File: config.mk
export PLATFORM = sky130hd
export DESIGN_NAME = program_loader
export DESIGN_NICKNAME = d
export VERILOG_FILES = /design/src/rtl/program_loader_pkg.sv /design/src/rtl/loader_timeout_counter.sv /design/src/rtl/program_loader.sv
export SDC_FILE = /design/constraint.sdc
export NUM_CORES = 1
export LEC_CHECK = 0
export ABC_CLOCK_PERIOD_IN_PS = 2300
export CORE_MARGIN = 2
export CORE_UTILIZATION = 45
export CTS_CLUSTER_DIAMETER = 30
export CTS_CLUSTER_SIZE = 10
export DETAILED_ROUTE_END_ITERATION = 12
export PLACE_DENSITY_LB_ADDON = 0.15
export SYNTH_ARGS = -nofsm -noshare
export SYNTH_HDL_FRONTEND = slang
export SYNTH_SLANG_ARGS = --single-unit
File: constraint.sdc
create_clock -name clk_i -period 2.3 [get_ports clk_i]
set_clock_uncertainty 0.2 [all_clocks]
set_input_delay 0.46 -clock clk_i [delete_from_list [all_inputs] [get_ports clk_i]]
set_output_delay 0.46 -clock clk_i [all_outputs]
set_load 0.1 [all_outputs]
File: src/rtl/program_loader_pkg.sv
// Shared types for the instruction-memory loader.
// Word sizes and loader FSM encoding.
package program_loader_pkg;

  localparam int HALF_WORD = 16;
  localparam int WORD      = 32;

  typedef logic [2:0] loader_state_t;

  localparam loader_state_t ST_IDLE    = 3'd0;
  localparam loader_state_t ST_LEN_LO  = 3'd1;
  localparam loader_state_t ST_LEN_HI  = 3'd2;
  localparam loader_state_t ST_DATA_LO = 3'd3;
  localparam loader_state_t ST_DATA_HI = 3'd4;
  localparam loader_state_t ST_WRITE   = 3'd5;
  localparam loader_state_t ST_DONE    = 3'd6;
  localparam loader_state_t ST_ERROR   = 3'd7;

  function automatic logic byte_wait(input loader_state_t s);
    return (s == ST_LEN_LO) || (s == ST_LEN_HI) ||
           (s == ST_DATA_LO) || (s == ST_DATA_HI);
  endfunction

endpackage

File: src/rtl/loader_timeout_counter.sv
// Idle-cycle watchdog between accepted host bytes.
// expired is high once the count reaches TIMEOUT_CYCLES-1.
module loader_timeout_counter #(
  parameter int unsigned TIMEOUT_CYCLES = 100000
) (
  input  logic clk_i,
  input  logic reset_i,
  input  logic clear_i,
  input  logic count_i,
  output logic expired_o
);

  localparam int W = $clog2(TIMEOUT_CYCLES + 1);

  logic [W-1:0] cnt_q, cnt_d;

  assign expired_o = (cnt_q == W'(TIMEOUT_CYCLES - 1));

  always_comb begin
    cnt_d = cnt_q;
    if (clear_i)
      cnt_d = '0;
    else if (count_i && !expired_o)
      cnt_d = cnt_q + W'(1);
  end

  always_ff @(posedge clk_i) begin
    if (reset_i)
      cnt_q <= '0;
    else
      cnt_q <= cnt_d;
  end

endmodule

File: src/rtl/program_loader.sv
// Host byte-stream loader for the arm_cpu instruction memory.
// Holds the core in reset until a length-prefixed image is written.
import program_loader_pkg::*;

module program_loader #(
  parameter logic [31:0] BASE_ADDR      = 32'h0000_0000,
  parameter int unsigned MAX_HALFWORDS  = 1024,
  parameter int unsigned TIMEOUT_CYCLES = 100000
) (
  input  logic                 clk_i,
  input  logic                 reset_i,
  input  logic                 start_i,
  input  logic                 byte_valid_i,
  input  logic [7:0]           byte_i,
  output logic                 byte_ready_o,
  output logic                 program_mem_write_en_o,
  output logic [HALF_WORD-1:0] instruction_o,
  output logic [WORD-1:0]      instruction_addr_o,
  output logic                 cpu_reset_o,
  output logic                 busy_o,
  output logic                 done_o,
  output logic                 error_o
);

  loader_state_t        state_q, state_d;
  logic [15:0]          len_q, len_d;
  logic [15:0]          idx_q, idx_d;
  logic [7:0]           lo_q, lo_d;
  logic [HALF_WORD-1:0] instr_q, instr_d;
  logic [WORD-1:0]      addr_q, addr_d;

  logic        accept;
  logic        expired;
  logic        to_clear;
  logic [15:0] len_w;

  assign byte_ready_o = byte_wait(state_q);
  assign accept       = byte_valid_i && byte_ready_o;
  assign len_w        = {byte_i, len_q[7:0]};

  assign program_mem_write_en_o = (state_q == ST_WRITE);
  assign instruction_o          = instr_q;
  assign instruction_addr_o     = addr_q;
  assign busy_o  = byte_ready_o || (state_q == ST_WRITE);
  assign done_o  = (state_q == ST_DONE);
  assign error_o = (state_q == ST_ERROR);
  assign cpu_reset_o = (state_q != ST_DONE);

  loader_timeout_counter #(
    .TIMEOUT_CYCLES(TIMEOUT_CYCLES)
  ) u_timeout (
    .clk_i    (clk_i),
    .reset_i  (reset_i),
    .clear_i  (to_clear || accept),
    .count_i  (byte_ready_o && !accept),
    .expired_o(expired)
  );

  always_comb begin
    state_d  = state_q;
    len_d    = len_q;
    idx_d    = idx_q;
    lo_d     = lo_q;
    instr_d  = instr_q;
    addr_d   = addr_q;
    to_clear = 1'b0;
    unique case (state_q)
      ST_IDLE, ST_DONE, ST_ERROR: begin
        if (start_i) begin
          state_d  = ST_LEN_LO;
          to_clear = 1'b1;
        end
      end
      ST_LEN_LO: begin
        if (accept) begin
          len_d[7:0] = byte_i;
          state_d    = ST_LEN_HI;
        end else if (expired) begin
          state_d = ST_ERROR;
        end
      end
      ST_LEN_HI: begin
        if (accept) begin
          len_d = len_w;
          if (len_w == 16'd0)
            state_d = ST_DONE;
          else if (32'(len_w) > MAX_HALFWORDS)
            state_d = ST_ERROR;
          else begin
            state_d = ST_DATA_LO;
            idx_d   = 16'd0;
          end
        end else if (expired) begin
          state_d = ST_ERROR;
        end
      end
      ST_DATA_LO: begin
        if (accept) begin
          lo_d    = byte_i;
          state_d = ST_DATA_HI;
        end else if (expired) begin
          state_d = ST_ERROR;
        end
      end
      ST_DATA_HI: begin
        if (accept) begin
          instr_d = {byte_i, lo_q};
          // 32-bit sum wraps past the top of the address space
          addr_d  = BASE_ADDR + {15'd0, idx_q, 1'b0};
          state_d = ST_WRITE;
        end else if (expired) begin
          state_d = ST_ERROR;
        end
      end
      ST_WRITE: begin
        idx_d   = idx_q + 16'd1;
        state_d = (idx_d == len_q) ? ST_DONE : ST_DATA_LO;
      end
      default: state_d = ST_IDLE;
    endcase
  end

  always_ff @(posedge clk_i) begin
    if (reset_i) begin
      state_q <= ST_IDLE;
      len_q   <= '0;
      idx_q   <= '0;
      lo_q    <= '0;
      instr_q <= '0;
      addr_q  <= '0;
    end else begin
      state_q <= state_d;
      len_q   <= len_d;
      idx_q   <= idx_d;
      lo_q    <= lo_d;
      instr_q <= instr_d;
      addr_q  <= addr_d;
    end
  end

endmodule

# Word level (Yosys, flattened, before mapping)
# Index checks and enable logic that the tools add are counted.
[classes] n_addsub=2 order_cmp=1 n_eq_ne=14 mux=18 bitwise_logic=1 reduce_logical=20
[ops] op="two-way mux 16 bit" count=3
[ops] op="case mux 16 bit (2 select lines)" count=1
[ops] op="two-way mux 3 bit" count=9
[ops] op="case mux 3 bit (6 select lines)" count=1
[ops] op="adder 17 x 1 -> 17 bit, second input constant" count=1
[ops] op="equality test 17 bit, second input constant" count=1
[ops] op="adder 16 x 1 -> 16 bit, second input constant" count=1
[ops] op="equality test 16 bit" count=1
[ops] op="> comparator 16 x 11 -> 1 bit, second input constant" count=1
[ops] op="logical NOT 16 bit" count=1
[ops] op="case mux 8 bit (2 select lines)" count=1
[ops] op="equality test 3 bit, second input constant" count=4
[ops] op="two-way mux 8 bit" count=1
[ops] op="inequality test 2 bit, second input constant" count=4
[ops] op="equality test 3 x 2 -> 1 bit, second input constant" count=2
[ops] op="AND reduction 2 bit" count=3
[ops] op="logical OR 1 bit" count=5
[ops] op="AND reduction 4 bit" count=1
[ops] op="equality test 3 x 1 -> 1 bit, second input constant" count=1
[ops] op="logical AND 1 bit" count=3
[ops] op="logical NOT 3 bit" count=1
[ops] op="inequality test 3 bit, second input constant" count=1
[ops] op="AND reduction 3 bit" count=1
[ops] op="OR reduction 3 bit" count=1
[ops] op="other kinds (5)" count=7
[totals] reg_bits=92 output_inout_bits=54

# Depth between registers and ports, before layout
[logic_depth] ltp_word=8 ltp_mapped=8 ltp_nobuf=7

# Cells and area by module
# A second synthesis with hierarchy kept.
[unflattened] hier_cells=598 hier_area_um2=4817.1
[by_module_without_submodules] mod="program_loader" instances=1 cells_per_inst=491 area_each_um2=3902.5
[by_module_without_submodules] mod="loader_timeout_counter" instances=1 cells_per_inst=107 area_each_um2=914.6

# Worst setup path after synthesis
# Ideal clock, no wire load.
[synth_path] path_type="register to output" from="reg state_q[2]" to="out done_o" arrival_time_ns=1.890 setup_slack_ns=-0.250 path_stages_with_launch=5 cell_sequence="dfxtp_1 > clkbuf_1 > nand2_1 > or2_2 > inv_1"
[synth_between] elab_chain_cells=1
[synth_lines] element="start: declaration" line="program_loader.sv:25" rtl="loader_state_t state_q, state_d;"
[synth_lines] element="start signal: assignment" line="program_loader.sv:132" rtl="state_q <= state_d;"
[synth_lines] element="equality test 3 bit" line="program_loader.sv:45" rtl="assign done_o = (state_q == ST_DONE);"
[synth_lines] element="end: declaration" line="program_loader.sv:21" rtl="output logic done_o,"
# No other way between the ends.

# Worst setup path after layout
[layout_path] from="reg idx_q[1]" to="reg state_q[0]"
[layout_between] elab_chain_cells=4
[layout_lines] element="start: declaration" line="program_loader.sv:27" rtl="logic [15:0] idx_q, idx_d;"
[layout_lines] element="start signal: assignment" line="program_loader.sv:134" rtl="idx_q <= idx_d;"
[layout_lines] element="adder 16 x 1 -> 16 bit" line="program_loader.sv:116" rtl="idx_d = idx_q + 16'd1;"
[layout_lines] element="equality test 16 bit" line="program_loader.sv:117" rtl="state_d = (idx_d == len_q) ? ST_DONE : ST_DATA_LO;"
[layout_lines] element="two-way mux 3 bit" line="program_loader.sv:117"
[layout_lines] element="case mux 3 bit (6 select lines)" line="program_loader.sv:67" rtl="unique case (state_q)"
# No other way between the ends.
# A chain may end at the register's enable or synchronous reset.

==> impl_metrics.toml <==
[status]
failed_checks = "negative setup slack"
status = "complete, but fails checks"

[placed_design]
hpwlAfterDp_um = 8370
io_buffers = 49
gp_congestion = 0.867
pre_cts_slack_ns = -0.318

[sta]
max_freq_ghz = 0.419
drv_slew = 0
rsz0062_at_grt = "yes"
setup_viol = 2
setup_slack_ns = -0.0870
hold_viol_final = 0
fin_hold_ws_ns = 0.259
min_period_ns = 2.39
final.period_utilization_pct = 104

[grt]
antenna_found_initial = 0
grt-ovfl-total = 0
grt_pass1_vias = 4126
grt_pass1_wl_um = 19800
grt_max_degree = 49
grtUsageTotal_pct = 22.1

[synthesis]
synthesis.instances = 589
yosys.area.top_type = "dfxtp_1"
synth_ff_type = "dfxtp_1"
yosysWarnings = 0
synth.avg_cell_area_um2 = 7.71
synth.distinct_cells = 59
synth-seq-cells = 92
synth_most_common_cell = "nand2_1"
yosys.area.top_type_share_pct = 40.6
synth-edff-count = 0
async_flop_share_pct = 0
synth_area_mm2 = 0.00454
synth_commonest_cells = "nand2_1 (128), dfxtp_1 (92), a21oi_1 (80)"
ys_top_cells_by_area = "dfxtp_1 (41%), nand2_1 (11%), a21oi_1 (8.8%)"
seq_area_frac_synth_pct = 40.6

[worst_setup_path]
crit_required_ns = 2.38
worstSetupPathType = "reg2reg"
crit_fanout = 2
reg2reg_from = "idx_q[1]"
worstSetupStartpoint = "idx_q[1]"
crit_arrival_ns = 2.46
crit_path_end_kind = "flop"
worstSetupStartpointType = "flop"

[pwr]
p_int_mw = 2.19
pwr-share-seq_pct = 52.8
p_leak_nw = 2.23
p_comb_share_pct = 10.6
netSwitchingPower_uw = 854
power_frac_clock_pct = 36.6
p_sw_share_pct = 28.0
irDropWorstVdd_uv = 506
power.density_mw_per_mm2 = 521
fin_total_pwr_mw = 3.05

[floorplanning]
num_rows = 36
coreArea_mm2 = 0.00977
io_pins = 66
initial_utilization_pct = 46.5
die_w_um = 104
die_y_um = 104
die-area_mm2 = 0.0109

[routing]
wl_met1_um = 5220
drt_iter0_drc = 168
post_drt_wl_per_cell_um = 14.1
vias_per_cell = 5.25
routed.top_layer = "met4"
route.met3.wl_um = 609
drcViolationCount = 0
met2WireLength_um = 5610
dr.pass1.iters = 4
route.final.wire_length_um = 11600
vias = 4315
ant_nets = 0

[cts]
cts-root-buf = "clkbuf_8"
cts_tree = "done"
cts_sinks = 92
clk_path_buf_depth = 2
clk_pin_slew_ns = 0.09
cts_made_buffers = 9
clk-insertion-delay-late_ns = 0.38
ctsHtreeMaxLevel = 3

[final_layout]
nets = 699
area_delta_synth_final_pct = 28.8
drive_gt1_share_pct = 22.6
diodes = 0
fill_cells = 935

[min_path]
hold_class = "reg2reg"
holdCritStartpoint = "instruction_o[14]"

[flow_run]
drv_cap = 0
==> power by group through the flow <==
stage	clock network, mW	registers [mW]	logic (mW)
2_1_floorplan	0	1.64	0.244
3_3_place_gp	0	1.64	0.310
3_5_place_dp	0	1.64	0.313
4_1_cts	1.15	1.61	0.317
5_1_grt	1.20	1.61	0.342
6_report	1.11	1.61	0.324
==> registers in the layout, summed over array words and instances (netlist names) <==
name	flops
idx_q	16
instruction_o	16
state_q	3
u_timeout.cnt_q	17
len_q	16
instruction_addr_o	16
lo_q	8
==> per-layer routing <==
layer	track usage, %	up-vias
met1	27.7	2028
met2	37.2	89
li1	-	2185
met5	0	-
met4	6.85	0
met3	5.45	13
==> repair_timing <==
item | CTS | global route
resized for setup | 6 | 11
pin swaps | 4 | 11
buffers inserted | 1 | 5
hold buffers | 0 | 0
endpoints found under the setup margin | 13 | 8
==> worst paths after layout <==
kind         slack [ns]                end  cells past startpoint
max               -0.09         state_q[0]                      7
min                0.26  instruction_o[14]                      2
max reg2reg       -0.09         state_q[0]                      7
min reg2reg        0.26  instruction_o[14]                      2
==> through the flow <==
stage	util (%)	cell area [um^2]	setup TNS, ns	instances
finish	59.8	5850	-0.124	822
global route	59.8	5850	-0.324	822
CTS	59.0	5770	-0.202	817
detailed placement	56.6	5530	-7.37	800
global placement	56.6	5530	-6.15	800
floorplan	-	4650	0	604
==> cell type report <==
type                    instances  area (um^2)  area share (%)
flip-flops and latches         92         1850            31.7
inverters                       8         37.5           0.642
clock buffers                   9          124            2.12
well taps                     133          166            2.85
repair buffers                121         1040            17.8
multi-input cells             452         2550            43.6
clock inverters                 7         75.1            1.28
==> layout by cell type, fill, tap and decap left out, drive strengths merged, types with 3 or more instances in the layout <==
master,n
nor3b,4
clkbuf,9
inv,8
nand2b,5
xnor2,18
a31oi,5
clkdlybuf4s50,10
or4,3
nor2b,5
xor2,17
ha,3
nor4,8
or4b,4
and4,4
conb,16
a32oi,3
or3,5
and3,11
mux2i,4
nand2,128
nor2,47
nand3,14
a211oi,3
clkinvlp,3
nand4,13
dfxtp,92
buf,111
a21oi,80
nor3,7
clkinv,3
o21ai,21
==> logic make-up after synthesis <==
group / count (synthesis) / share of synthesized area, %
compound gates: 129 / 16.0
other cells: 1 / 0.0826
flops: 92 / 40.6
simple gates: 265 / 28.3
buf+inv: 60 / 6.61
xor+xnor: 35 / 6.75
fa+ha+maj: 3 / 0.827
mux: 4 / 0.882
==> worst max-delay path: stages (launching register included) <==
cell	delay [ns]
dfxtp_4	0.37
ha_4	0.15
nand3_4	0.08
or4_4	0.49
or3b_4	0.39
a32oi_2	0.22
nand4_1	0.21
o2bb2ai_1	0.17
(Power assumes the default switching activity.)
